**config.mk**
```make
export PLATFORM = sky130hd
export DESIGN_NAME = pixel_frame_packer_flat
export DESIGN_NICKNAME = d
export VERILOG_FILES = /design/src/rtl/pixel_pkg.sv /design/src/rtl/pixel_frame_packer_if.sv /design/src/rtl/pixel_frame_packer_scaler.sv /design/src/rtl/pixel_frame_packer.sv /design/src/flat_wrapper.sv
export SDC_FILE = /design/constraint.sdc
export NUM_CORES = 1
export LEC_CHECK = 0
export CELL_PAD_IN_SITES_DETAIL_PLACEMENT = 2
export CELL_PAD_IN_SITES_GLOBAL_PLACEMENT = 2
export CORE_MARGIN = 3
export CORE_UTILIZATION = 25
export CTS_CLUSTER_SIZE = 28
export DETAILED_ROUTE_END_ITERATION = 8
export DONT_BUFFER_PORTS = 1
export PLACE_DENSITY = 0.53
export SLEW_MARGIN = 20
export SYNTH_ARGS = -nofsm -noshare
export SYNTH_HDL_FRONTEND = slang
export SYNTH_HIERARCHICAL = 1
export SYNTH_SLANG_ARGS = --single-unit
```
**constraint.sdc**
```tcl
create_clock -name clk -period 6.8 [get_ports clk]
set_clock_uncertainty 0.2 [all_clocks]
set_input_delay 1.36 -clock clk [delete_from_list [all_inputs] [get_ports clk]]
set_output_delay 1.36 -clock clk [all_outputs]
set_load 0.03 [all_outputs]
```
**src/rtl/pixel_pkg.sv**
```systemverilog
// rtl/pixel_pkg.sv - shared constants, frame sizing helpers and state encoding for the pixel packer
package pixel_pkg;

  localparam int BYTES_PER_PIXEL = 3;
  localparam int FIFO_DATA_WIDTH = 16;

  typedef enum logic [1:0] {
    IDLE,
    ACTIVE,
    PAD
  } state_t;

  function automatic int frame_bytes(input int n_strings, input int n_leds);
    return n_strings * n_leds * BYTES_PER_PIXEL;
  endfunction

  // Odd byte totals round up: the last word carries a zero upper byte.
  function automatic int frame_words(input int n_strings, input int n_leds);
    return (frame_bytes(n_strings, n_leds) + 1) / 2;
  endfunction

endpackage

```
**src/rtl/pixel_frame_packer_if.sv**
```systemverilog
// rtl/pixel_frame_packer_if.sv - host byte stream into the packer (master = host, slave = packer)
interface pixel_frame_packer_if;
  import pixel_pkg::*;

  logic [7:0] s_data;
  logic       s_valid;
  logic       s_sof;
  logic       s_ready;

  modport master (output s_data, output s_valid, output s_sof, input s_ready);
  modport slave  (input s_data, input s_valid, input s_sof, output s_ready);

endinterface

```
**src/rtl/pixel_frame_packer_scaler.sv**
```systemverilog
// rtl/pixel_frame_packer_scaler.sv - two-stage registered byte scale (in*(scale+1))>>8 with valid/tag pipe
module byte_scaler
  import pixel_pkg::*;
#(
  parameter int TAG_W = 1
) (
  input  logic             clk,
  input  logic             reset,
  input  logic             in_valid,
  input  logic [7:0]       in_data,
  input  logic [7:0]       scale,
  input  logic [TAG_W-1:0] in_tag,
  output logic             out_valid,
  output logic [7:0]       out_data,
  output logic [TAG_W-1:0] out_tag,
  output logic             busy
);

  logic [15:0]      mult_a;
  logic [15:0]      mult_b;
  logic [15:0]      prod;
  logic             prod_valid;
  logic [TAG_W-1:0] prod_tag;

  // scale+1 makes 255 the identity and keeps the product inside 16 bits.
  assign mult_a = {8'h00, in_data};
  assign mult_b = {8'h00, scale} + 16'd1;
  assign busy   = prod_valid | out_valid;

  always_ff @(posedge clk) begin
    if (reset) begin
      prod       <= '0;
      prod_valid <= 1'b0;
      prod_tag   <= '0;
      out_valid  <= 1'b0;
      out_data   <= '0;
      out_tag    <= '0;
    end else begin
      prod       <= mult_a * mult_b;
      prod_valid <= in_valid;
      prod_tag   <= in_tag;
      out_valid  <= prod_valid;
      out_data   <= prod[15:8];
      out_tag    <= prod_tag;
    end
  end

endmodule

```
**src/rtl/pixel_frame_packer.sv**
```systemverilog
// rtl/pixel_frame_packer.sv - host RGB bytes to scaled G,R,B 16-bit FIFO words, always whole frames
module pixel_frame_packer
  import pixel_pkg::*;
#(
  parameter int N_STRINGS         = 4,
  parameter int N_LEDS_PER_STRING = 150,
  parameter int FIFO_ADDR_WIDTH   = 12,
  parameter int SPACE_MARGIN      = 4
) (
  input  logic                       clk,
  input  logic                       reset,
  input  logic [7:0]                 brightness,
  pixel_frame_packer_if.slave        s,
  input  logic [FIFO_ADDR_WIDTH:0]   fifo_full_count,
  output logic [FIFO_DATA_WIDTH-1:0] fifo_wr_data,
  output logic                       fifo_wr_en,
  output logic                       frame_done,
  output logic                       frame_padded,
  output logic                       byte_dropped,
  output logic                       busy
);

  localparam int TOTAL_BYTES  = frame_bytes(N_STRINGS, N_LEDS_PER_STRING);
  localparam int TOTAL_WORDS  = frame_words(N_STRINGS, N_LEDS_PER_STRING);
  localparam int BCW          = $clog2(TOTAL_BYTES + 1);
  localparam int WCW          = $clog2(TOTAL_WORDS + 1);
  localparam int ACCEPT_LIMIT = 2 ** FIFO_ADDR_WIDTH - SPACE_MARGIN;
  localparam logic [BCW-1:0] LAST_BYTE = BCW'(TOTAL_BYTES - 1);
  localparam logic [WCW-1:0] LAST_WORD = WCW'(TOTAL_WORDS - 1);

  state_t         state;
  logic [BCW-1:0] byte_cnt;
  logic [7:0]     bright_lat;
  logic           space_ok;
  logic           accept;
  logic           pad_inject;
  logic           in_valid;
  logic [7:0]     in_data;

  assign s.s_ready  = space_ok && ((state == IDLE) ||
                                   (state == ACTIVE && !(s.s_valid && s.s_sof)));
  assign accept     = s.s_valid && s.s_ready;
  assign pad_inject = (state == PAD) && space_ok;
  assign in_valid   = pad_inject || (accept && (state == ACTIVE || s.s_sof));
  assign in_data    = pad_inject ? 8'h00 : s.s_data;

  always_ff @(posedge clk) begin
    if (reset) begin
      state        <= IDLE;
      byte_cnt     <= '0;
      bright_lat   <= '0;
      space_ok     <= 1'b0;
      byte_dropped <= 1'b0;
    end else begin
      space_ok     <= 32'(fifo_full_count) < ACCEPT_LIMIT;
      byte_dropped <= (state == IDLE) && accept && !s.s_sof;
      case (state)
        IDLE: if (accept && s.s_sof) begin
          bright_lat <= brightness;
          byte_cnt   <= BCW'(1);
          state      <= ACTIVE;
        end
        ACTIVE: if (s.s_valid && s.s_sof) begin
          state <= PAD;
        end else if (accept) begin
          byte_cnt <= byte_cnt + 1'b1;
          if (byte_cnt == LAST_BYTE) state <= IDLE;
        end
        PAD: if (space_ok) begin
          byte_cnt <= byte_cnt + 1'b1;
          if (byte_cnt == LAST_BYTE) state <= IDLE;
        end
        default: state <= IDLE;
      endcase
    end
  end

  // Collect R,G then hand the whole pixel to an issue buffer so the next pixel can fill meanwhile.
  logic [1:0] pos;
  logic [7:0] hold_r, hold_g;
  logic [7:0] iss_g, iss_r, iss_b, iss_scale;
  logic [1:0] iss_cnt;
  logic       iss_pad;
  logic [7:0] sc_in;

  always_ff @(posedge clk) begin
    if (reset) begin
      pos       <= '0;
      hold_r    <= '0;
      hold_g    <= '0;
      iss_g     <= '0;
      iss_r     <= '0;
      iss_b     <= '0;
      iss_scale <= '0;
      iss_cnt   <= '0;
      iss_pad   <= 1'b0;
    end else begin
      if (iss_cnt != 2'd0) iss_cnt <= iss_cnt - 2'd1;
      if (in_valid) begin
        if (pos == 2'd2) begin
          pos       <= '0;
          iss_g     <= hold_g;
          iss_r     <= hold_r;
          iss_b     <= in_data;
          iss_scale <= bright_lat;
          iss_pad   <= (state == PAD);
          iss_cnt   <= 2'd3;
        end else begin
          pos <= pos + 2'd1;
          if (pos == 2'd0) hold_r <= in_data;
          else             hold_g <= in_data;
        end
      end
    end
  end

  always_comb begin
    sc_in = iss_b;
    case (iss_cnt)
      2'd3:    sc_in = iss_g;
      2'd2:    sc_in = iss_r;
      default: sc_in = iss_b;
    endcase
  end

  logic       sc_valid;
  logic [7:0] sc_data;
  logic       sc_pad;
  logic       sc_busy;

  byte_scaler #(.TAG_W(1)) u_scaler (
    .clk      (clk),
    .reset    (reset),
    .in_valid (iss_cnt != 2'd0),
    .in_data  (sc_in),
    .scale    (iss_scale),
    .in_tag   (iss_pad),
    .out_valid(sc_valid),
    .out_data (sc_data),
    .out_tag  (sc_pad),
    .busy     (sc_busy)
  );

  logic           have_lo;
  logic [7:0]     lo_byte;
  logic [BCW-1:0] pk_cnt;
  logic [WCW-1:0] word_cnt;

  always_ff @(posedge clk) begin
    if (reset) begin
      have_lo      <= 1'b0;
      lo_byte      <= '0;
      pk_cnt       <= '0;
      word_cnt     <= '0;
      fifo_wr_en   <= 1'b0;
      fifo_wr_data <= '0;
      frame_done   <= 1'b0;
      frame_padded <= 1'b0;
    end else begin
      fifo_wr_en   <= 1'b0;
      frame_done   <= 1'b0;
      frame_padded <= 1'b0;
      if (sc_valid) begin
        pk_cnt <= pk_cnt + 1'b1;
        if (have_lo || pk_cnt == LAST_BYTE) begin
          fifo_wr_en   <= 1'b1;
          fifo_wr_data <= have_lo ? {sc_data, lo_byte} : {8'h00, sc_data};
          have_lo      <= 1'b0;
          if (word_cnt == LAST_WORD) begin
            word_cnt     <= '0;
            pk_cnt       <= '0;
            frame_done   <= 1'b1;
            frame_padded <= sc_pad;
          end else begin
            word_cnt <= word_cnt + 1'b1;
          end
        end else begin
          lo_byte <= sc_data;
          have_lo <= 1'b1;
        end
      end
    end
  end

  assign busy = (state != IDLE) || (pos != 2'd0) || (iss_cnt != 2'd0) || sc_busy || have_lo;

endmodule

```
**src/flat_wrapper.sv**
```systemverilog
// flat-port wrapper written by rule: the top's interface ports become plain ports
module pixel_frame_packer_flat import pixel_pkg::*;
#(
  parameter int N_STRINGS         = 4,
  parameter int N_LEDS_PER_STRING = 150,
  parameter int FIFO_ADDR_WIDTH   = 12,
  parameter int SPACE_MARGIN      = 4
)
  (clk, reset, brightness, fifo_full_count, fifo_wr_data, fifo_wr_en, frame_done, frame_padded, byte_dropped, busy, s_s_data, s_s_valid, s_s_sof, s_s_ready);
  pixel_frame_packer_if s_i ();
  input  logic clk;
  input  logic reset;
  input  logic [7:0] brightness;
  input  logic [FIFO_ADDR_WIDTH:0] fifo_full_count;
  output logic [FIFO_DATA_WIDTH-1:0] fifo_wr_data;
  output logic fifo_wr_en;
  output logic frame_done;
  output logic frame_padded;
  output logic byte_dropped;
  output logic busy;
  input wire logic [$bits(s_i.s_data)-1:0] s_s_data;
  input wire logic [$bits(s_i.s_valid)-1:0] s_s_valid;
  input wire logic [$bits(s_i.s_sof)-1:0] s_s_sof;
  output wire logic [$bits(s_i.s_ready)-1:0] s_s_ready;
  assign s_i.s_data = s_s_data;
  assign s_i.s_valid = s_s_valid;
  assign s_i.s_sof = s_s_sof;
  assign s_s_ready = s_i.s_ready;
  pixel_frame_packer #(.N_STRINGS(N_STRINGS), .N_LEDS_PER_STRING(N_LEDS_PER_STRING), .FIFO_ADDR_WIDTH(FIFO_ADDR_WIDTH), .SPACE_MARGIN(SPACE_MARGIN)) u_core (.clk(clk), .reset(reset), .brightness(brightness), .s(s_i), .fifo_full_count(fifo_full_count), .fifo_wr_data(fifo_wr_data), .fifo_wr_en(fifo_wr_en), .frame_done(frame_done), .frame_padded(frame_padded), .byte_dropped(byte_dropped), .busy(busy));
endmodule
```
==> qor.csv, run 1 <==
metric,value,unit
fp.coreArea,0.0320,mm2
synth.distinct_cells,68,
hold_depth,1,
htreeDepth,4,
synth-async-reset-ratio,0,%
crit_path_end_kind,flip-flop,
p_int,1.49,mW
yosysWarnings,6,
yosys.area.top_type,dfxtp_1,
io_buffers,0,
grt_setup_unrepaired,false,
drv_cap,0,
track_usage,12.9,%
drc,0,
ys.flop_type,dfxtp_1,
syn_inst,912,
preCtsSetupSlack,900,ps
endpoint,u_core/u_scaler/prod[13]$_SDFF_PP0_,
fp.dieH,187,um
switchingPower,393,uW
crit_arrival,5940,ps
cts.hold.buffers_added,0,
insertion_delay,430,ps
fmax,171,MHz
crit_chain,mux2i_1 -> a21oi_1 -> nor2b_1 -> fa_1 -> fa_1 -> fa_1 -> inv_1 -> fa_1 -> inv_1 -> ha_1 -> a21oi_1 -> o21ai_0 -> a31o_2 -> a41oi_1 -> mux2_1,
setup_ws,960,ps
cts_max_path_buffers,2,
p_seq_share,45.6,%
cts_resized,0,
p_clk_share,52.6,%
finalNetCount,1009,
grt_pass1_wl,36.7,mm
io_pins,55,
gp_congestion,0.694,
synth_fp_nets,1025,
p_comb_share,1.8,%
row_count,65,
most-common-layout-cells,"dfxtp_1 (145), nand2_1 (91), nor2_1 (67)",
criticalPathCategory,reg -> reg,
netlist.area_leader.share,35.4,%
first_global_vias,6733,
layout-drive-gt1-share,5.95,%
cts_tree,built,
synth_edf_count,0,
avgViaCountPerCell,4.62,
vias,6205,
seqCellArea,0.00290,mm2
ff2ff_setup_slack,960,ps
root_buffer,clkbuf_16,
drt_first_pass_iters,4,
synth_sequential_area_ratio,35.4,%
diodes,0,
path_max_fanout,11,
finalSetupTns,0,ps
die_x,187,um
outcome,completed,
start_kind,flip-flop,
synth_area,0.00820,mm2
slowest_stage,dfxtp_1,
power_leakage,3.53,nW
max_slew_margin,33.9,%
drv_slew,0,
initial_utilization,25.7,%
vdd_drop_max,0.167,mV
grt_overflow,0,
slowest_delay,740,ps
fillers,3621,
routedWlPerCell,16.2,um
hold_viol_final,0,
r2r_start,u_core/iss_cnt[0]$_SDFF_PP0_,
ant_nets,0,
wirelength,21.8,mm
clkTransAtPathRegs,60,ps
layout_commonest_cell,dfxtp_1,
cp_common_cell,fa_1,
final.period_utilization,85.9,%
dp_hpwl,15.5,mm
area_growth,11.9,%
reg2reg_to,u_core/u_scaler/prod[13]$_SDFF_PP0_,
clkSinkCount,145,
tightest_slew,991,ps
multi_input_area,0.00486,mm2
cts_buffers,17,
holdCritStartpoint,u_core/u_scaler/prod[12]$_SDFF_PP0_,
synthTopCellsByArea,"dfxtp_1 (35%), fa_1 (9.8%), ha_1 (6.1%), nor2b_1 (4.3%), nand2_1 (4.2%)",
hp-class,reg -> reg,
antenna_found_initial,2,
setup_viol,0,
p_per_area,205,mW/mm2
required,6900,ps
switching_share,20.9,%
die_area,0.0350,mm2
period_needed,5840,ps
reg2reg_depth,15,
crit_start,u_core/iss_cnt[0]$_SDFF_PP0_,
synth_seq_cells,145,
drt-initial-drc-count,187,
grt_max_degree,141,
post_cts_buffers,0,
syn_area_per_cell,8.99,um2
==> Yosys cell counts (all sizes together) (3+ instances only) <==
cell / number
dfxtp: 145
nand2: 91
nor2: 69
a21oi: 65
nor2b: 57
inv: 56
fa: 40
ha: 40
o21ai: 36
mux2i: 28
and2: 26
nand3: 24
clkbuf: 22
buf: 20
nand2b: 20
nand3b: 19
xnor2: 15
nand4: 13
or3: 11
and3: 10
nor3: 10
xor2: 10
a211oi: 9
a22o: 8
o32ai: 7
a21o: 5
a41oi: 5
mux2: 5
a31oi: 4
nor4: 4
o21a: 4
or2: 4
a311oi: 3
nand4b: 3
nand4bb: 3
==> final cells by class <==
cell class                      instances  share of cell area, %
Tap cell                              435                   5.93
Clock buffer                           21                   4.91
Inverter                               56                   2.29
Multi-Input combinational cell        669                   52.9
Sequential cell                       145                   31.6
Clock inverter                         10                   1.74
Timing Repair Buffer                    7                  0.573
==> power groups by stage <==
stage               logic [mW]  registers (mW)  clock network (mW)
floorplan               0.0381           0.874                   0
global placement        0.0341           0.876                   0
detailed placement      0.0344           0.876                   0
CTS                     0.0347           0.857                1.03
global route            0.0383           0.857                1.07
finish                  0.0339           0.857               0.988
==> critical path, delay by kind of cell, from the launching register on <==
kind | cells | cell delay (ps)
compound gates | 5 | 1550
fa+ha+maj | 5 | 2350
buf+inv | 2 | 90
flops | 1 | 740
mux | 2 | 520
simple gates | 1 | 270
==> state kept, by name (all words and copies together), names as in the netlist, 2 cells and up <==
signal and cells:
u_core/iss_g 8, u_core/hold_r 8, u_core/fifo_wr_data 16, u_core/pos 2, u_core/u_scaler/out_data 8, u_core/lo_byte 8, u_core/bright_lat 8, u_core/pk_cnt 11
u_core/hold_g 8, u_core/word_cnt 10, u_core/iss_b 8, u_core/state 2, u_core/iss_scale 8, u_core/u_scaler/prod 8, u_core/iss_cnt 2, u_core/byte_cnt 11
u_core/iss_r 8
==> worst min-delay path by stage <==
stage / end
final: u_core/u_scaler/out_data[4]$_SDFF_PP0_
after global routing: u_core/u_scaler/out_data[2]$_SDFF_PP0_
after CTS: u_core/u_scaler/out_data[4]$_SDFF_PP0_
after detailed placement: u_core/u_scaler/out_data[4]$_SDFF_PP0_
after global placement: u_core/u_scaler/out_data[5]$_SDFF_PP0_
after floorplan: u_core/frame_padded$_SDFF_PP0_
==> cell families (layout without fill, tap and decap cells) <==
logic type | after synthesis | in the layout | share of synthesized area (%)
mux | 33 | 33 | 4.15
xor+xnor | 25 | 25 | 2.67
fa+ha+maj | 80 | 80 | 15.9
simple gates | 371 | 371 | 24.2
compound gates | 160 | 160 | 12.3
flops | 145 | 145 | 35.4
buf+inv | 98 | 94 | 5.40
==> per-stage QoR <==
stage                     hold WS (ps)  utilization, %  area [um2]  power, mW  cells
after global routing               258            28.7        9180       1.96   1343
final                              236            28.7        9180       1.88   1343
after floorplan                    206               -        8200      0.912    912
after global placement             217            26.8        8570      0.910   1312
after detailed placement           232            26.8        8570      0.911   1312
after CTS                          241            28.7        9180       1.92   1343
==> layer usage <==
| metal | routed length, um | up-vias | track usage, % |
|---|---|---|---|
| met3 | 671 | 16 | 3.37 |
| met4 | 158 | 4 | 2.88 |
| li1 | - | 3076 | - |
| met2 | 10200 | 51 | 21.2 |
| met5 | 40 | - | 0 |
| met1 | 10700 | 3058 | 16.9 |
Power figures use the tool's default switching activity.
==> run 2: changes to the inputs <==
clock period = 5.7 ns   (was 6.8 ns; I/O delays follow)
==> run 2 against run 1 <==
Via count increased by 1.5%. Power grew 11%. Combinational power increased by 16%. Global-route usage down 0.11 points. Fmax grew 9.5%. Die area stayed put. Core utilization increased by 0.31 points. Largest power group unchanged.
==> qor.csv, run 2 (synthesis results as in run 1) <==
metric,value,unit,change
gp_congestion,0.698,,+0.65%
wirelength,21.7,mm,-0.46%
ant_nets,0,,unchanged
required,5800,ps,-1100 ps
insertion_delay,420,ps,about the same
final_core_util,29.0,%,+0.31 points
die_x,187,um,unchanged
area_growth,13.2,%,
hp-class,reg -> reg,,
holdWs,239,ps,+3.11 ps
finalPower,2.09,mW,+11%
cts_tree,built,,
vias,6296,,+1.5%
crit_path_end_kind,flip-flop,,
top_regs,"u_core/fifo_wr_data: 16 flops, u_core/byte_cnt: 11 flops, u_core/pk_cnt: 11 flops",,
drt-initial-drc-count,202,,+8.0%
fp.dieH,187,um,unchanged
drt_first_pass_iters,4,,unchanged
drc,0,,unchanged
largest_register_ff_count,16,,unchanged
drv_cap,0,,unchanged
clkTransAtPathRegs,60,ps,about the same
antenna_found_initial,1,,-1
start_kind,flip-flop,,
post_cts_buffers,0,,unchanged
finalSetupTns,0,ps,unchanged
cts_max_path_buffers,2,,unchanged
first_global_vias,6736,,+0.045%
grt_overflow,0,,unchanged
p_per_area,226,mW/mm2,+10%
outcome,completed,,
path_max_fanout,6,,-5
grt_setup_unrepaired,false,,
max_slew_margin,30.3,%,-3.7 points
most-common-layout-cells,"dfxtp_1 (144), nand2_1 (91), nor2_1 (67)",,
setup_viol,0,,unchanged
die_area,0.0350,mm2,unchanged
grt_pass1_wl,36.4,mm,-0.92%
track_usage,12.7,%,-0.11 points
power_leakage,3.61,nW,+2.1%
io_buffers,0,,unchanged
grt_max_degree,141,,unchanged
layout-drive-gt1-share,8.75,%,+2.8 points
criticalPathCategory,reg -> reg,,
drv_slew,0,,unchanged
cts_buffers,17,,unchanged
top_register,u_core/fifo_wr_data,,
finalNetCount,1029,,+2.0%
io_pins,55,,unchanged
clkSinkCount,145,,unchanged
tightest_slew,1050,ps,+54.9 ps
diodes,0,,unchanged
period_needed,5330,ps,-507 ps
root_buffer,clkbuf_16,,
layout_commonest_cell,dfxtp_1,,
vdd_drop_max,0.189,mV,+13%
initial_utilization,25.7,%,unchanged
routedWlPerCell,15.9,um,-1.8%
hold_viol_final,0,,unchanged
fmax,188,MHz,+9.5%
fp.coreArea,0.0320,mm2,unchanged
htreeDepth,4,,unchanged
dp_hpwl,15.6,mm,+1.0%
row_count,65,,unchanged
avgViaCountPerCell,4.63,,+0.12%
final.period_utilization,93.6,%,+7.7 points
crit_arrival,5430,ps,-510 ps
[run 2: changes by cell type in the layout (fill, tap and decap cells not counted), sizes merged]
cell / previous run / this run
bufinv: 4 / 1
clkinv: 2 / 6
buf: 7 / 27
clkbuf: 21 / 18
[run 2: worst paths after layout]
path                                                 end                                from  depth (start not counted)  slack, ps
hold reg to reg   u_core/u_scaler/out_data[1]$_SDFF_PP0_  u_core/u_scaler/prod[9]$_SDFF_PP0_                          1        240
hold / removal    u_core/u_scaler/out_data[1]$_SDFF_PP0_  u_core/u_scaler/prod[9]$_SDFF_PP0_                          1        240
setup reg to reg     u_core/u_scaler/prod[14]$_SDFF_PP0_    u_core/iss_scale[1]$_SDFFE_PP0P_                         17        370
setup / recovery     u_core/u_scaler/prod[14]$_SDFF_PP0_    u_core/iss_scale[1]$_SDFFE_PP0P_                         17        370
[run 2: final cells by class]
type	instances	area (um2)
Fill cell	3626	22700
Multi-Input combinational cell	669	4880
Sequential cell	145	2900
Tap cell	435	544
Clock buffer	18	439
Inverter	56	210
Timing Repair Buffer	27	203
Clock inverter	11	93.8
[run 2: layer usage]
layer,vias up,global-route usage (%),share of wire [%]
li1,3109,-,-
met4,2,3.05,0.82
met3,11,2.55,2.3
met1,3122,16.6,49
met5,-,0,0.060
met2,52,21.7,48
[run 2: where the power goes]
part           leakage, nW  switching, mW  internal [mW]
clock                0.255          0.433          0.600
sequential            1.17        0.00495           1.02
combinational         2.19         0.0240         0.0153
total                 3.61          0.462           1.63
[run 2: per-stage QoR]
stage	worst slack [ps]	instance area, um2	cells
2_1_floorplan	496	8200	912
3_3_place_gp	188	8720	1332
3_5_place_dp	212	8720	1332
4_1_cts	189	9260	1361
5_1_grt	35.1	9280	1361
6_report	367	9280	1361
[run 2: worst max-delay path: stages, from the launching register on]
cell	delay, ps
dfxtp_1	340
ha_1	220
nand3_1	130
nor2_1	90
xnor2_1	460
nor2b_1	130
fa_1	540
fa_1	440
fa_1	550
inv_1	60
fa_1	530
inv_1	40
ha_1	330
a21o_1	190
a21o_1	210
a41o_1	240
a31oi_1	190
mux2_1	340
[run 2: what timing repair did]
item,CTS,global route
setup endpoints to repair,0,2
hold buffers,0,0
gates resized for setup,0,5
==> run 3: changes to the inputs <==
ABC_AREA = 1   (was default)
PLACE_DENSITY = 0.57   (was 0.53)
==> run 3 against run 2 <==
Core utilization fell by 0.57 points. Hold slack got worse by 35 ps. Global-route usage grew 2.1 points. Non-clock buffer count decreased by 22. Routed wire length grew 19%. Register-to-register slack improved by 180 ps. Power increased by 14%. Synthesized area rose by 4.6%. Cell count increased by 23%. Die area increased by 4.4%. Largest power group unchanged.
==> qor.csv, run 3 <==
metric,value,unit,change
clkTransAtPathRegs,60,ps,about the same
cts_tree,built,,
drv_cap,0,,unchanged
power_leakage,4.31,nW,+19%
crit_chain,ha_1 -> nand2_1 -> nor3_2 -> xor2_1 -> inv_2 -> nor2_1 -> fa_1 -> fa_1 -> fa_1 -> inv_1 -> fa_1 -> inv_1 -> ha_1 -> a21oi_1 -> o21ai_0 -> nand2_1 -> nand2_1 -> nor2_1 -> nand2_1 -> nand2_1 -> nor2_1,,
routedWlPerCell,15.4,um,-3.2%
dp_cells,1647,,+24%
drt_first_pass_iters,4,,unchanged
drv_slew,0,,unchanged
vdd_drop_max,0.203,mV,+7.1%
postLayoutCellArea,0.00959,mm2,+3.4%
layout-drive-gt1-share,5.61,%,-3.1 points
synth_seq_cells,145,,unchanged
fp.dieH,191,um,+2.2%
cts_resized,0,,unchanged
synth_most_common_cell,nor2_1,,
grt_pass1_wl,42.7,mm,+17%
top_regs,"u_core/fifo_wr_data: 16 flops, u_core/byte_cnt: 11 flops, u_core/pk_cnt: 11 flops",,
postPlaceCellArea,0.00900,mm2,+3.1%
io_buffers,0,,unchanged
track_usage,14.8,%,+2.1 points
syn_area_per_cell,6.99,um2,-22%
synth_top_family_by_area,simple AND/OR/NAND/NOR gates,,
die_x,191,um,+2.2%
synth_edf_count,0,,unchanged
outcome,completed,,
drc,0,,unchanged
synth_sequential_area_ratio,33.9,%,-1.5 points
cp_top_family,adder cells,,
setup_viol,0,,unchanged
htreeDepth,4,,unchanged
synth.distinct_cells,45,,-34%
fin_cells,1677,,+23%
worstHoldEndpoint,u_core/u_scaler/out_data[7]$_SDFF_PP0_,,
finalSetupTns,0,ps,unchanged
cts_buffers,17,,unchanged
p_per_area,250,mW/mm2,+11%
dp_hpwl,19.2,mm,+23%
holdCritStartpoint,u_core/u_scaler/prod[15]$_SDFF_PP0_,,
layout_commonest_cell,nor2_1,,
tightest_slew,937,ps,-108 ps
cts_max_path_buffers,2,,unchanged
period_needed,5150,ps,-183 ps
synth_fp_nets,1339,,+31%
synthTopCellsByArea,"dfxtp_1 (34%), nor2_1 (12%), nand2_1 (11%), fa_1 (9.3%), inv_1 (7.1%)",,
synth_mux_area_share,0,%,-4.2 points
start_kind,flip-flop,,
max_slew_margin,37.4,%,+7.1 points
most-common-layout-cells,"nor2_1 (275), nand2_1 (262), inv_1 (161)",,
synth_common_cells,"nor2_1 (275), nand2_1 (262), inv_1 (163)",,
vias,7553,,+20%
synthAdderAreaFrac,15.2,%,-0.69 points
r2r_start,u_core/iss_scale[0]$_SDFFE_PP0P_,,
finalPower,2.40,mW,+14%
initial_utilization,25.4,%,-0.21 points
path_max_fanout,7,,+1
root_buffer,clkbuf_16,,
crit_arrival,5270,ps,-160 ps
grt_setup_unrepaired,false,,
ant_nets,0,,unchanged
area_growth,11.8,%,
antenna_found_initial,1,,unchanged
wirelength,25.8,mm,+19%
diodes,0,,unchanged
top_register,u_core/fifo_wr_data,,
first_global_vias,8156,,+21%
reg2reg_depth,21,,+4
slowest_stage,fa_1,,
hp-class,reg -> reg,,
synth_simple_gate_area_share,31.4,%,+7.1 points
netlist.area_leader.share,33.9,%,-1.5 points
holdWs,204,ps,-35.1 ps
setup_ws,550,ps,+183 ps
row_count,67,,+3.1%
yosys.area.top_type,dfxtp_1,,
synthXorXnorAreaFrac,1.72,%,-0.95 points
path_buf_inv,3,,+1
required,5820,ps,+20 ps
synth_area,0.00857,mm2,+4.6%
hold_depth,2,,+1
slowest_delay,560,ps,about the same
fp.coreArea,0.0337,mm2,+5.4%
final.period_utilization,90.4,%,-3.2 points
drt-initial-drc-count,236,,+17%
largest_register_ff_count,16,,unchanged
crit_start,u_core/iss_scale[0]$_SDFFE_PP0P_,,
io_pins,55,,unchanged
cp_common_cell,nand2_1,,
fmax,194,MHz,+3.6%
die_area,0.0366,mm2,+4.4%
ff2ff_setup_slack,550,ps,+180 ps
finalNetCount,1331,,+29%
grt_overflow,0,,unchanged
synth-async-reset-ratio,0,%,unchanged
grt_max_degree,55,,-61%
crit_path_end_kind,flip-flop,,
ys.flop_type,dfxtp_1,,
cts.hold.buffers_added,0,,unchanged
hold_viol_final,0,,unchanged
insertion_delay,430,ps,about the same
post_cts_buffers,0,,unchanged
avgViaCountPerCell,4.50,,-2.6%
syn_inst,1226,,+34%
synth_compound_area_share,8.35,%,-3.9 points
preCtsSetupSlack,353,ps,+141 ps
yosysWarnings,6,,unchanged
final_core_util,28.5,%,-0.57 points
clkSinkCount,145,,unchanged
reg2reg_to,u_core/u_scaler/prod[13]$_SDFF_PP0_,,
gp_congestion,0.750,,+7.5%
criticalPathCategory,reg -> reg,,
==> run 3: cell types whose count changed in the layout (fill, tap and decap cells not counted), sizes merged, moves of 20 or more <==
cell | previous run | this run
nor2 | 69 | 280
a21oi | 65 | 45
inv | 56 | 169
nor2b | 57 | 0
and2 | 26 | 1
nand2b | 20 | 0
buf | 27 | 5
nand2 | 91 | 273
o21ai | 36 | 73
nand3 | 24 | 61
mux2i | 28 | 0
==> run 3: final cells by class <==
type | instances | area, um2
Clock buffer | 21 | 460
Clock inverter | 9 | 134
Fill cell | 4031 | 24100
Inverter | 170 | 641
Multi-Input combinational cell | 879 | 4850
Sequential cell | 145 | 2900
Tap cell | 448 | 561
Timing Repair Buffer | 5 | 37.5
==> run 3: how the worst max path moves through the flow <==
stage | endpoint | slack (ps) | depth (start not counted)
final | u_core/u_scaler/prod[13]$_SDFF_PP0_ | 550 | 21
after global routing | u_core/u_scaler/prod[13]$_SDFF_PP0_ | 100 | 21
after CTS | u_core/u_scaler/prod[13]$_SDFF_PP0_ | 330 | 21
after detailed placement | u_core/u_scaler/prod[13]$_SDFF_PP0_ | 350 | 21
after global placement | u_core/u_scaler/prod[13]$_SDFF_PP0_ | 420 | 21
after floorplan | u_core/u_scaler/prod[12]$_SDFF_PP0_ | 1030 | 20
==> run 3: metal layers <==
layer | GRT usage [%] | share of wire (%) | vias up | routed length (um)
li1 | - | - | 3778 | -
met1 | 19.2 | 49 | 3707 | 12700
met5 | 0 | 0.050 | - | 13
met4 | 3.36 | 0.87 | 2 | 224
met2 | 25.5 | 48 | 55 | 12300
met3 | 2.88 | 2.3 | 11 | 592
==> run 3: logic make-up after synthesis <==
family | count (synthesis)
AND/OR/NAND/NOR | 651
buffers and inverters | 202
flip-flops | 145
AO/OA/AOI/OAI | 132
adder cells (fa/ha/maj) | 80
XOR/XNOR | 16
==> run 3: power by group <==
group / switching (mW) / internal (mW)
Sequential: 0.0220 / 1.04
Clock: 0.455 / 0.707
Combinational: 0.127 / 0.0491
Total: 0.604 / 1.79
==> run 3: worst register-to-register path, delay by kind of cell (launching register included) <==
| family | cells | cell delay (ps) |
|---|---|---|
| buf+inv | 3 | 250 |
| xor+xnor | 1 | 290 |
| simple gates | 9 | 900 |
| compound gates | 2 | 430 |
| flops | 1 | 410 |
| fa+ha+maj | 6 | 2580 |
==> RTL change 1, RTL diff (config.mk and constraints of run 3) <==
`N_STRINGS` is set to 4 in 2 places; all go to 8.
--- a/src/rtl/pixel_frame_packer.sv
+++ b/src/rtl/pixel_frame_packer.sv
@@ -3,5 +3,5 @@
   import pixel_pkg::*;
 #(
-  parameter int N_STRINGS         = 4,
+  parameter int N_STRINGS         = 8,
   parameter int N_LEDS_PER_STRING = 150,
   parameter int FIFO_ADDR_WIDTH   = 12,
--- a/src/flat_wrapper.sv
+++ b/src/flat_wrapper.sv
@@ -2,5 +2,5 @@
 module pixel_frame_packer_flat import pixel_pkg::*;
 #(
-  parameter int N_STRINGS         = 4,
+  parameter int N_STRINGS         = 8,
   parameter int N_LEDS_PER_STRING = 150,
   parameter int FIFO_ADDR_WIDTH   = 12,
Function: no difference found for any inputs over 4 cycles, from zero or initial values and one cycle with reset high; that may be too few to reach the edited logic, so the function may still have changed.
==> RTL change 1 against run 3 <==
  * First-iteration DRC count fell by 19%
  * Area after synthesis rose by 1.5%
  * Wire length rose by 0.49%
  * Sequential share of layout area rose by 0.092 points
  * Non-clock buffer count fell by 1
  * Setup slack got worse by 46 ps
  * Count of clock-buffer cells in the layout fell by 1
  * Sequential cell count rose by 3
  * Critical path type unchanged
  * Worst hold slack improved by 2.2 ps
  * Design area rose by 1.8%
  * Cell count rose by 1.6%
  * Critical endpoint is now u_core/u_scaler/prod[12]
Power is not compared: it rests on default switching activity, and its combinational part moved more than twofold at a synthesized area within 25%.
==> RTL change 1: results (changes against run 3) <==
status: complete, no violations
r2r setup slk: 500 ps (-50 ps)
Final TNS setup: 0 ps (unchanged)
met2 routed WL: 12800 µm (+4.2%)
wire length on met1: 12400 µm (-2.5%)
multi-input logic area: 0.00492 mm² (+1.3%)
Pre-antenna DRT Iters: 4 (unchanged)
Setup crit start: u_core/iss_cnt[0]
worst stage delay on the critical path: 540 ps (-20 ps)
postcts setup bufs: 0 (unchanged)
Placement Setup Slack: 425 ps (+71.7 ps)
Via Count: 7717 (+2.2%)
r2r endpoint: u_core/u_scaler/prod[12]
WL final: 26000 µm (+0.49%)
Global Route met2 Usage: 26.1% (+0.57 points)
root buffer cell: clkbuf_16
fin crit share: 91.2% (+0.81 points)
slew margin rel.: 36.8% (-0.57 points)
net count after synthesis: 1364 (+1.9%)
initial antenna violation count: 0 (-1)
crit end category: flip-flop
CP Max Fanout: 9 (+2)
Max stage delay cell, worst path: fa_1
GR Util met1: 18.7% (-0.52 points)
WHS Endpoint: u_core/u_scaler/out_data[1]
met3 wire length: 494 µm (-17%)
number of distinct library cells after synthesis: 41 (-8.9%)
hold slack: 206 ps (+2.17 ps)
final non-filler cell total: 1704 (+1.6%)
vias in the first global route: 8359 (+2.5%)
met3 usage in global routing: 2.52% (-0.35 points)
DP Wirelength: 19500 µm (+1.5%)
Regs by FF count: u_core/fifo_wr_data x16, u_core/byte_cnt x12, u_core/pk_cnt x12
Mapped Cells: 1251 (+2.0%)
synth top area cells: dfxtp_1 34%, nor2_1 12%, nand2_1 12%, fa_1 9.2%, inv_1 7.3%
Final Wtd Congestion: 0.748 (-0.39%)
layout cells sized above 1: 5.02% (-0.60 points)
reg2reg path depth: 19 (-9.5%)
Worst Hold Depth: 2 (unchanged)
most frequent cells after synthesis: 284 x nor2_1, 279 x nand2_1, 169 x inv_1
largest net degree at the start of global routing: 49 (-11%)
first-pass GRT wire length: 43400 µm (+1.6%)
WP data arrival: 5330 ps (+60 ps)
post-synthesis sequential area ratio: 34.1% (+0.20 points)
drt initial violations: 191 (-19%)
dpl cell area: 0.00913 mm² (+1.5%)
Fillers: 4040 (+0.22%)
DR top layer: met4
hold path startpoint: u_core/u_scaler/prod[9]
ys async rst share: 0% (unchanged)
GRT Resource Usage Total: 14.8% (+0.019 points)
RTL change 1: worst register-to-register path: cells and delay by family, from the launching register on:
family	cells	cell delay (ps)
adder cells (fa/ha/maj)	5	2470
AND/OR/NAND/NOR	8	970
buffers and inverters	4	680
AO/OA/AOI/OAI	2	400
flip-flops	1	350
RTL change 1: cells by family (layout without fill, tap and decap cells):
kind of cell	count (synthesis)	after routing	share of synthesized area [%]
AO/OA/AOI/OAI	132	132	8.00
flip-flops	148	148	34.1
buffers and inverters	203	208	9.39
adder cells (fa/ha/maj)	80	80	15.0
AND/OR/NAND/NOR	670	670	31.7
XOR/XNOR	18	18	1.90
RTL change 1: power breakdown:
group | internal (µW) | switching [µW]
Sequential | 1040 | 4.18
Clock | 782 | 463
Combinational | 15.3 | 44.5
RTL change 1: final cells by class:
cell class | instances | area share (%)
clock buffers | 20 | 4.58
clock inverters | 10 | 1.86
inverters | 174 | 6.74
multi-input cells | 900 | 50.4
flip-flops and latches | 148 | 30.4
well taps | 448 | 5.74
repair buffers | 4 | 0.308
==> RTL change 2, RTL diff (settings of run 3) <==
Without the edit above. Encoding of `state_t`: now one-hot (3 bits for 3 states).
--- a/src/rtl/pixel_pkg.sv
+++ b/src/rtl/pixel_pkg.sv
@@ -5,8 +5,8 @@
   localparam int FIFO_DATA_WIDTH = 16;
 
-  typedef enum logic [1:0] {
-    IDLE,
-    ACTIVE,
-    PAD
+  typedef enum logic [2:0] {
+    IDLE   = 3'b001,
+    ACTIVE = 3'b010,
+    PAD    = 3'b100
   } state_t;
 
Behaviour: no difference found for any inputs over 4 cycles, from zero or initial values and one cycle with reset high; so few cycles prove little.
==> RTL change 2 against run 3 <==
  * Area after synthesis grew 1.4%
  * Non-clock buffer count grew 13
  * Setup slack gained 79 ps
  * Design area grew 2.0%
  * Die area grew 1.4%
  * Total power shrank 0.23%
  * Wire length shrank 0.86%
  * Global-route usage shrank 0.071 points
  * Critical path type unchanged
  * Largest cell class unchanged
  * Sequential cell count grew 1
==> RTL change 2: results (changes against run 3) <==
synth top area cells: dfxtp_1 34%, nand2_1 13%, fa_1 9.2%, nor2_1 8.4%, inv_1 6.7%
Lkg Pwr: 0.00423 µW (-1.7%)
Worst IR Drop VDD: 0.191 mV (-5.9%)
dpl cell area: 0.00919 mm² (+2.1%)
Via Count: 7739 (+2.5%)
DP Wirelength: 18700 µm (-2.3%)
initial antenna violation count: 0 (-1)
Mapped Cells: 1242 (+1.3%)
net count after synthesis: 1351 (+0.90%)
fin nets: 1346 (+1.1%)
WL final: 25600 µm (-0.86%)
Fillers: 4097 (+1.6%)
Placed Cells incl. Taps: 1666 (+1.2%)
Final TNS setup: 0 ps (unchanged)
first-pass GRT wire length: 44000 µm (+3.0%)
maximum root-to-sink buffer count: 2 (unchanged)
number of distinct library cells after synthesis: 39 (-13%)
WP data arrival: 5190 ps (-80 ps)
TritonCTS Buffers: 17 (unchanged)
Pre-antenna DRT Iters: 4 (unchanged)
largest net degree at the start of global routing: 48 (-13%)
Final Wtd Congestion: 0.745 (-0.79%)
post-synth top area share: 33.6% (-0.24 points)
Die X: 193 µm (+0.68%)
most common cell after layout, fill and taps aside: nand2_1
Least-Margin Pin Slew: 975 ps (+37.8 ps)
drt initial violations: 211 (-11%)
drt wl/cell: 15.1 µm (-2.1%)
GRT Resource Usage Total: 14.8% (-0.071 points)
post-synthesis sequential area ratio: 33.6% (-0.24 points)
most frequent cells after synthesis: 302 x nand2_1, 194 x nor2_1, 156 x inv_1
layout cells sized above 1: 6.00% (+0.39 points)
status: complete, no violations
Post-CTS Resized: 0 (unchanged)
vias in the first global route: 8510 (+4.3%)
[RTL change 2: tightest hold or removal path, delay by kind of cell, from the launching register on]
family                 cells  cell delay, ps
buffers and inverters      1              40
and+or+nand+nor            1              30
DFF                        1             300
[RTL change 2: stage by stage]
step	setup WS [ps]	utilization, %
CTS	514	28.9
global placement	636	27.1
finish	629	28.9
detailed placement	578	27.1
floorplan	942	-
global route	120	28.9
[RTL change 2: kinds of logic after synthesis]
family / share of synthesized area (%)
flops: 33.6
buf+inv: 9.58
xor+xnor: 2.30
compound gates: 8.56
fa+ha+maj: 14.4
simple gates: 31.6
[RTL change 2: worst paths after layout]
path / start / to / slack, ps / depth (start not counted)
worst max-delay path: u_core/iss_scale[1] / u_core/u_scaler/prod[12] / 630 / 20
worst min-delay path: u_core/u_scaler/prod[12] / u_core/u_scaler/out_data[4] / 210 / 2
worst max register to register: u_core/iss_scale[1] / u_core/u_scaler/prod[12] / 630 / 20
worst min register to register: u_core/u_scaler/prod[12] / u_core/u_scaler/out_data[4] / 210 / 2
[RTL change 2: area by class of cell]
class	instances	area [µm²]	share of cell area, %
Sequential cell	146	2920	29.9
Inverter	164	616	6.29
Multi-Input combinational cell	890	4950	50.6
Timing Repair Buffer	18	135	1.38
Clock buffer	21	440	4.50
Clock inverter	11	151	1.55
Tap cell	448	561	5.73
Antenna cell	1	2.50	0.0256
[RTL change 2: per-layer routing]
metal	wire (µm)	track usage [%]
met1	12300	18.8
met2	12600	25.9
met3	431	2.42
met4	244	3.61
met5	0	0
[RTL change 2: power breakdown]
part | internal, µW | total (µW) | switching [µW] | leakage (µW)
combinational | 43.3 | 175 | 132 | 0.00277
sequential | 1040 | 1050 | 11.9 | 0.00118
clock | 693 | 1170 | 475 | 0.000286
